<file path="config.mk">
export PLATFORM = sky130hd
export DESIGN_NAME = multi_pulse_seq
export DESIGN_NICKNAME = d
export VERILOG_FILES = /design/src/rtl/multi_pulse_seq.sv
export SDC_FILE = /design/constraint.sdc
export NUM_CORES = 2
export LEC_CHECK = 0
export ABC_CLOCK_PERIOD_IN_PS = 7500
export CAP_MARGIN = 5
export CELL_PAD_IN_SITES_DETAIL_PLACEMENT = 1
export CELL_PAD_IN_SITES_GLOBAL_PLACEMENT = 2
export CORE_UTILIZATION = 41
export CTS_CLUSTER_DIAMETER = 150
export DETAILED_ROUTE_END_ITERATION = 12
export PLACE_DENSITY = 0.86
export SYNTH_ARGS = -nofsm -noshare
export SYNTH_HDL_FRONTEND = slang
export SYNTH_SLANG_ARGS = --single-unit
export TNS_END_PERCENT = 50
</file>
<file path="constraint.sdc">
create_clock -name clk -period 7.5 [get_ports clk]
set_input_delay 0.75 -clock clk [delete_from_list [all_inputs] [get_ports clk]]
set_output_delay 0.75 -clock clk [all_outputs]
set_load 0.01 [all_outputs]
</file>
<file path="src/rtl/multi_pulse_seq.sv">
// multi_pulse_seq: NCH-channel pulse-train sequencer with a period counter,
// shadowed configuration committed atomically at period boundaries, and an inhibit gate.
module multi_pulse_seq #(
    parameter int NCH = 4,
    parameter int CW = 16,
    parameter int PW = 24,
    parameter int INHIB_HOLD = 8,
    localparam int AW = $clog2(NCH) + 2
) (
    input  logic           clk,
    input  logic           resetn,
    input  logic           enable,
    input  logic           cfg_we,
    input  logic [AW-1:0]  cfg_addr,
    input  logic [CW-1:0]  cfg_wdata,
    input  logic [PW-1:0]  per_in,
    input  logic           cfg_commit,
    output logic           commit_pending,
    output logic           sync,
    output logic [NCH-1:0] pulse_out,
    output logic           inhib
);
    localparam int HW = INHIB_HOLD > 0 ? $clog2(INHIB_HOLD + 1) : 1;

    typedef enum logic [2:0] {IDLE, DELAY, HIGH, GAP, DONE} state_t;

    logic [PW-1:0] pc, sh_per, act_per, sh_per_n, per_eff;
    logic [HW-1:0] hcnt;
    logic [NCH-1:0] hi;
    logic start, ld;

    assign start = enable && pc == '0;
    assign sh_per_n = cfg_commit ? per_in : sh_per;
    // a commit landing on a period start applies to that same period
    assign ld = (start && (commit_pending || cfg_commit)) || (!enable && commit_pending);
    assign per_eff = act_per < PW'(2) ? PW'(2) : act_per;

    always_ff @(posedge clk or negedge resetn) begin
        if (!resetn) begin
            pc <= '0;
            sh_per <= '0;
            act_per <= '0;
            commit_pending <= 1'b0;
            sync <= 1'b0;
            pulse_out <= '0;
            inhib <= 1'b0;
            hcnt <= '0;
        end else begin
            pc <= !enable || pc == per_eff - PW'(1) ? '0 : pc + PW'(1);
            if (cfg_commit) sh_per <= per_in;
            if (ld) act_per <= sh_per_n;
            commit_pending <= !ld && (commit_pending || cfg_commit);
            sync <= start;
            pulse_out <= hi;
            inhib <= |hi || hcnt != '0;
            hcnt <= |hi ? HW'(INHIB_HOLD) : hcnt == '0 ? '0 : hcnt - HW'(1);
        end
    end

    for (genvar c = 0; c < NCH; c++) begin : g_ch
        logic [CW-1:0] sh_dly, sh_wid, sh_spc, sh_cnt;
        logic [CW-1:0] a_dly, a_wid, a_spc, a_cnt;
        logic [CW-1:0] dly, wid, spc, cnt;
        logic [CW-1:0] ph, ph_n, cp, rem, rem_n, cn;
        state_t st, st_n, cs;
        logic wr;

        assign wr = cfg_we && (cfg_addr >> 2) == AW'(c);
        assign dly = ld ? sh_dly : a_dly;
        assign wid = ld ? sh_wid : a_wid;
        assign spc = ld ? sh_spc : a_spc;
        assign cnt = ld ? sh_cnt : a_cnt;
        assign hi[c] = cs == HIGH;

        always_ff @(posedge clk or negedge resetn) begin
            if (!resetn) begin
                {sh_dly, sh_wid, sh_spc, sh_cnt} <= '0;
                {a_dly, a_wid, a_spc, a_cnt} <= '0;
                st <= IDLE;
                ph <= '0;
                rem <= '0;
            end else begin
                if (wr && cfg_addr[1:0] == 2'd0) sh_dly <= cfg_wdata;
                if (wr && cfg_addr[1:0] == 2'd1) sh_wid <= cfg_wdata;
                if (wr && cfg_addr[1:0] == 2'd2) sh_spc <= cfg_wdata;
                if (wr && cfg_addr[1:0] == 2'd3) sh_cnt <= cfg_wdata;
                if (ld) {a_dly, a_wid, a_spc, a_cnt} <= {sh_dly, sh_wid, sh_spc, sh_cnt};
                st <= st_n;
                ph <= ph_n;
                rem <= rem_n;
            end
        end

        // cs/cp/cn describe the phase of the current cycle; a period start overrides them
        always_comb begin
            cs = st;
            cp = ph;
            cn = rem;
            if (start) begin
                cs = cnt == '0 || wid == '0 ? DONE : dly == '0 ? HIGH : DELAY;
                cp = '0;
                cn = cnt;
            end
            if (!enable) cs = IDLE;
            st_n = cs;
            ph_n = cp + CW'(1);
            rem_n = cn;
            case (cs)
                DELAY: if (cp == dly - CW'(1)) begin
                    st_n = HIGH;
                    ph_n = '0;
                end
                HIGH: if (cp == wid - CW'(1)) begin
                    ph_n = '0;
                    rem_n = cn - CW'(1);
                    st_n = cn == CW'(1) ? DONE : spc == '0 ? HIGH : GAP;
                end
                GAP: if (cp == spc - CW'(1)) begin
                    st_n = HIGH;
                    ph_n = '0;
                end
                default: ph_n = '0;
            endcase
        end
    end
endmodule

</file>
; Yosys cells after proc, flatten, opt, wreduce, memory -nomap -nowiden
; Index checks and enable logic that the tools add are counted.
[word_totals]
regBits = 735
latch_bits = 0
ram_bits = 0
rom_bits = 0
memories = 0
[classes]
add_sub_neg = 23
n_mul = 0
div_mod_pow = 0
n_lt_le_gt_ge = 1
n_eq_ne = 35
shift = 0
n_mux = 93
bitwise_logic = 0
reduce_logical = 56
[op_table]
columns = operator, count
row1 = $mux 16, 44
row2 = $logic_not 16->1, 16
row3 = $sub 16x1->16 const B, 16
row4 = $eq 16x16->1, 12
row5 = $pmux 16 s3, 4
row6 = $mux 3, 28
row7 = $mux 24, 3
row8 = $add 16x1->16 const B, 4
row9 = $eq 16x1->1 const B, 4
row10 = $pmux 3 s3, 4
row11 = $add 24x1->24 const B, 1
row12 = $eq 24x24->1, 1
row13 = $eq 3x2->1 const B, 8
row14 = $logic_and 1x1->1, 24
row15 = $logic_not 24->1, 1
row16 = $lt 24x2->1 const B, 1
row17 = $sub 24x1->24 const B, 1
row18 = $eq 3x1->1 const B, 4
row19 = $eq 2x2->1 const B, 4
row20 = $logic_not 4->1, 2
row21 = $logic_or 1x1->1, 8
row22 = $mux 2, 4
row23 = $mux 4, 2
row24 = $eq 2x1->1 const B, 2
row25 = 6 further kinds, 10

; Longest topological paths before layout
[logic_depth]
word_depth = 13
ltp_mapped = 31

; Least setup slack after synthesis
; No wires, ideal clock.
[synth_path]
path_type = input-to-reg
from = input cfg_commit
to = register g_ch[3].rem[8]
setup_ps = 80
arrival_time_ps = 7086
t_required_ps = 7420
slack_ps = 334
path_stages = 27
n_path_buf = 11
path_cell_list = nor2_1 -> nor3_4 -> a21oi_2 -> buf_6 -> buf_6 -> buf_6 -> buf_2 -> buf_2 -> buf_2 -> buf_2 -> buf_1 -> clkbuf_1 -> buf_2 -> mux2i_1 -> ha_1 -> or3b_2 -> or3_1 -> nor4_1 -> mux2_2 -> nand2_1 -> a2111o_1 -> a221oi_1 -> nand4_1 -> or3_1 -> clkbuf_1 -> nor4b_2 -> xnor2_1
[synth_between]
elab_chain_cells = 11
elab_cells_between_ends = 21
[synth_rtl]
columns = element, line
row1 = "start, declared", 17  ; input logic cfg_commit,
row2 = $logic_or 1x1->1 (*), 35  ; assign ld = (start && (commit_pending || cfg_commit)) || (!enable && commit_pending);
row3 = $logic_and 1x1->1 (*), 35
row4 = $logic_or 1x1->1 (*), 35
row5 = "parallel branches: the longest is 7 deep, another holds $sub 16x1->16", -
row6 = $mux 16 (*), 108  ; case (cs)
row7 = via g_ch[3].rem_n[8], 64  ; logic [CW-1:0] ph, ph_n, cp, rem, rem_n, cn;
row8 = "end signal, assigned", 90  ; rem <= rem_n;
row9 = "end, declared", 64
; Mark *: on every way through the listed nets, which the timed path passes.
; A chain may end at the register's enable or synchronous reset.

; Worst setup path in the final report
[layout_path]
from = register pc[0]
to = register g_ch[2].rem[15]
[layout_between]
elab_chain_cells = 12
elab_cells_between_ends = 23
[layout_rtl]
columns = element, line
row1 = "start, declared", 27  ; logic [PW-1:0] pc, sh_per, act_per, sh_per_n, per_eff;
row2 = "start signal, assigned", 49  ; pc <= !enable || pc == per_eff - PW'(1) ? '0 : pc + PW'(1);
row3 = $logic_not 24->1 (*), 32  ; assign start = enable && pc == '0;
row4 = $logic_and 1x1->1 (*), 32
row5 = "parallel branches: the longest is 9 deep, another holds $sub 16x1->16", -
row6 = $mux 16 (*), 108
row7 = via g_ch[2].rem_n[15], 64
row8 = "end signal, assigned", 90
row9 = "end, declared", 64
; Marks and branches as above.

==> flow_summary.json <==
{
  "r2r_slack_ns": 0.96,
  "leakage_nw": 21.5,
  "yosysMostFrequentCell": "dfrtp_1",
  "synthArstFlopShare": 1.00,
  "grt_pass1_wl_um": 274000,
  "synth_area_leaders": "dfrtp_1, mux2_2, nand2_1",
  "cts_max_level": 3,
  "pwr-share-seq": 0.369,
  "r2r-start": "pc[0]",
  "antenna_left": 0,
  "wirelength_um": 179000,
  "rr_endpoint": "g_ch[2].rem[15]",
  "worstPathArrival_ns": 7.11,
  "antenna_found_initial": 14,
  "wl_per_cell_um": 27.0,
  "hold_viol": 0,
  "place.gp.congestion": 0.902,
  "finalPower_mw": 17.0,
  "yosys_warnings": 0,
  "tightest_slew_ns": 1.13,
  "reg2reg_depth": 19,
  "setup.worst_path.class": "flop to flop",
  "synth_fp_nets": 5188,
  "first_iter_violations": 3520,
  "grt_pass1_vias": 43059,
  "power_density_nw_per_um2": 333,
  "io_pins": 56,
  "end_kind": "flop",
  "slew_violations": 0,
  "clk_path_buf_depth": 3,
  "yosysTopAreaCellShare": 0.403,
  "crit_required_ns": 8.07,
  "p_int_mw": 10.3,
  "cap_violations": 0,
  "area_growth_pct": 11.7,
  "p_comb_frac": 0.353,
  "drive_gt1_frac": 0.136,
  "synth_cell_types": 96,
  "hold_buffers": 0,
  "multi_input_area_um2": 25400,
  "cts_made_buffers": 90,
  "dr_total_vias": 41690,
  "relSlewSlack": 0.245,
  "clkTransAtPathRegs_ns": 0.06,
  "setup_viol": 0,
  "power_switching_mw": 6.71,
  "grt_overflow": 0,
  "syn_inst": 5111,
  "fin_crit_sh": 0.872,
  "ys.flop_type": "dfrtp_1",
  "cts_resized": 0,
  "synth_enable_flop_cells": 0,
  "netlist_top_cells_count": "dfrtp_1, nand2_1, nor2_1",
  "dr.pass1.iters": 6,
  "cts.sinks": 735,
  "skew_ns": 0.0318,
  "postCtsSetupRepairBufs": 0,
  "vdd_drop_max_mv": 0.212,
  "die_w_um": 336,
  "dieArea_um2": 113000,
  "ctsRootBufferMaster": "clkbuf_16",
  "fillerInstances": 12694,
  "run_status": "complete, no violations",
  "io_buffers": 55,
  "switching_share": 0.394,
  "grtUsageTotal": 0.317,
  "synthesis.area_um2": 45700,
  "hp-class": "input port to async pin",
  "fin_nets": 5133,
  "post-route-min-period_ns": 6.54,
  "viasPerCell": 6.29,
  "tns_ns": 0,
  "row_count": 122,
  "ys_seq_area_frac": 0.403,
  "fp.dieH_um": 336,
  "grt_max_degree": 155,
  "synth_top_area_cell": "dfrtp_1",
  "max_freq_mhz": 153,
  "cts_tree": "done",
  "initial_utilization": 0.413,
  "ys_ff_latch": 735,
  "syn_avg_cell_area_um2": 8.94,
  "insertion_delay_ns": 0.70,
  "drc": 0,
  "regArea_um2": 18400,
  "fin_util": 0.462,
  "core_area_um2": 111000,
  "hpwl_um": 119000,
  "cp_max_fo": 27,
  "crit_path_start_kind": "flop",
  "rsz0062_at_grt": "no",
  "p_clk_frac": 0.278
}
## metal layers
| layer | up-vias | part of all wire | GRT usage |
|---|---|---|---|
| met2 | 1435 | 0.46 | 0.502 |
| met5 | - | 0.00015 | 0 |
| met1 | 21560 | 0.43 | 0.427 |
| met4 | 4 | 0.043 | 0.138 |
| li1 | 18296 | - | - |
| met3 | 395 | 0.068 | 0.0514 |
## power groups by stage
stage | Combinational, mW | Clock [mW] | Sequential (mW)
detailed placement | 5.88 | 0 | 6.30
CTS | 5.93 | 4.81 | 6.25
global route | 6.56 | 4.95 | 6.44
global placement | 5.70 | 0 | 6.25
finish | 6.00 | 4.73 | 6.28
floorplan | 4.36 | 0 | 5.84
## kinds of logic after synthesis
kind of cell / after synthesis / synth area share
and+or+nand+nor: 2088 / 0.221
DFF: 735 / 0.403
muxes: 546 / 0.129
xor gates and xnor gates: 296 / 0.0574
buffers and inverters: 470 / 0.0431
AOI/OAI and AO/OA: 947 / 0.139
adders and majority gates: 29 / 0.00789
## placed cells by master (no fill, tap or decap), drive strengths merged, types with 55 or more instances in the layout
master	count
xnor2	177
nand4	55
nor2	399
buf	116
nor4	120
dfrtp	735
o21ai	227
clkbuf	124
nor3	238
nand2	726
inv	157
or3	93
xor2	117
mux2i	196
nand3	157
mux2	350
a21oi	234
## layout make-up
type                       count  area share
tap                         1488      0.0365
clock buffer                 124      0.0514
clock inverter                41      0.0113
timing repair buffer         168      0.0300
antenna                       13    0.000638
multi-input combinational   3906       0.498
inverter                     155      0.0115
sequential                   735       0.361
## per-stage QoR
stage / cell area (um^2) / worst slack, ns / hold WS, ns / instances
2_1_floorplan: 45700 / 0.334 / 0.429 / 5111
3_3_place_gp: 47800 / 1.21 / 0.455 / 6452
3_5_place_dp: 47800 / 0.941 / 0.462 / 6452
4_1_cts: 51000 / 1.08 / 0.0391 / 6617
5_1_grt: 51000 / 0.490 / 0.0676 / 6617
6_report: 51000 / 0.961 / 0.0339 / 6630
## critical path: stages, from the launching register on
cell	delay (ns)
dfrtp_1	0.38
inv_1	0.08
ha_1	0.24
nor4b_1	0.16
and4_1	0.25
a21oi_4	0.70
buf_4	0.39
buf_4	0.39
mux2i_1	0.29
ha_1	0.26
nor3b_1	0.27
nor3b_1	0.23
mux2i_1	0.17
o21bai_1	0.24
or4_1	0.55
a22oi_1	0.19
nand4_1	0.36
nor2_1	0.82
nand3_1	0.22
xor2_1	0.21
## registers in the layout, summed over array words and instances (netlist names)
| signal | count |
|---|---|
| g_ch.a_cnt | 64 |
| g_ch.a_dly | 64 |
| g_ch.a_spc | 64 |
| g_ch.a_wid | 64 |
| g_ch.ph | 64 |
| g_ch.rem | 64 |
| g_ch.sh_cnt | 64 |
| g_ch.sh_dly | 64 |
| g_ch.sh_spc | 64 |
| g_ch.sh_wid | 64 |
| act_per | 24 |
| pc | 24 |
| sh_per | 24 |
| g_ch.st | 12 |
| hcnt | 4 |
| pulse_out | 4 |
| commit_pending | 1 |
| inhib | 1 |
| sync | 1 |
## how the worst max path moves through the flow
stage,cells after the start,slack (ns),startpoint,endpoint
finish,19,0.96,pc[0],g_ch[2].rem[15]
global route,19,0.49,pc[0],g_ch[2].rem[15]
CTS,19,1.08,pc[0],g_ch[2].rem[15]
detailed placement,18,0.94,enable,g_ch[2].rem[15]
global placement,18,1.21,enable,g_ch[2].rem[11]
floorplan,27,0.33,cfg_commit,g_ch[3].rem[8]
No activity file was read; power rests on OpenSTA's default activity.
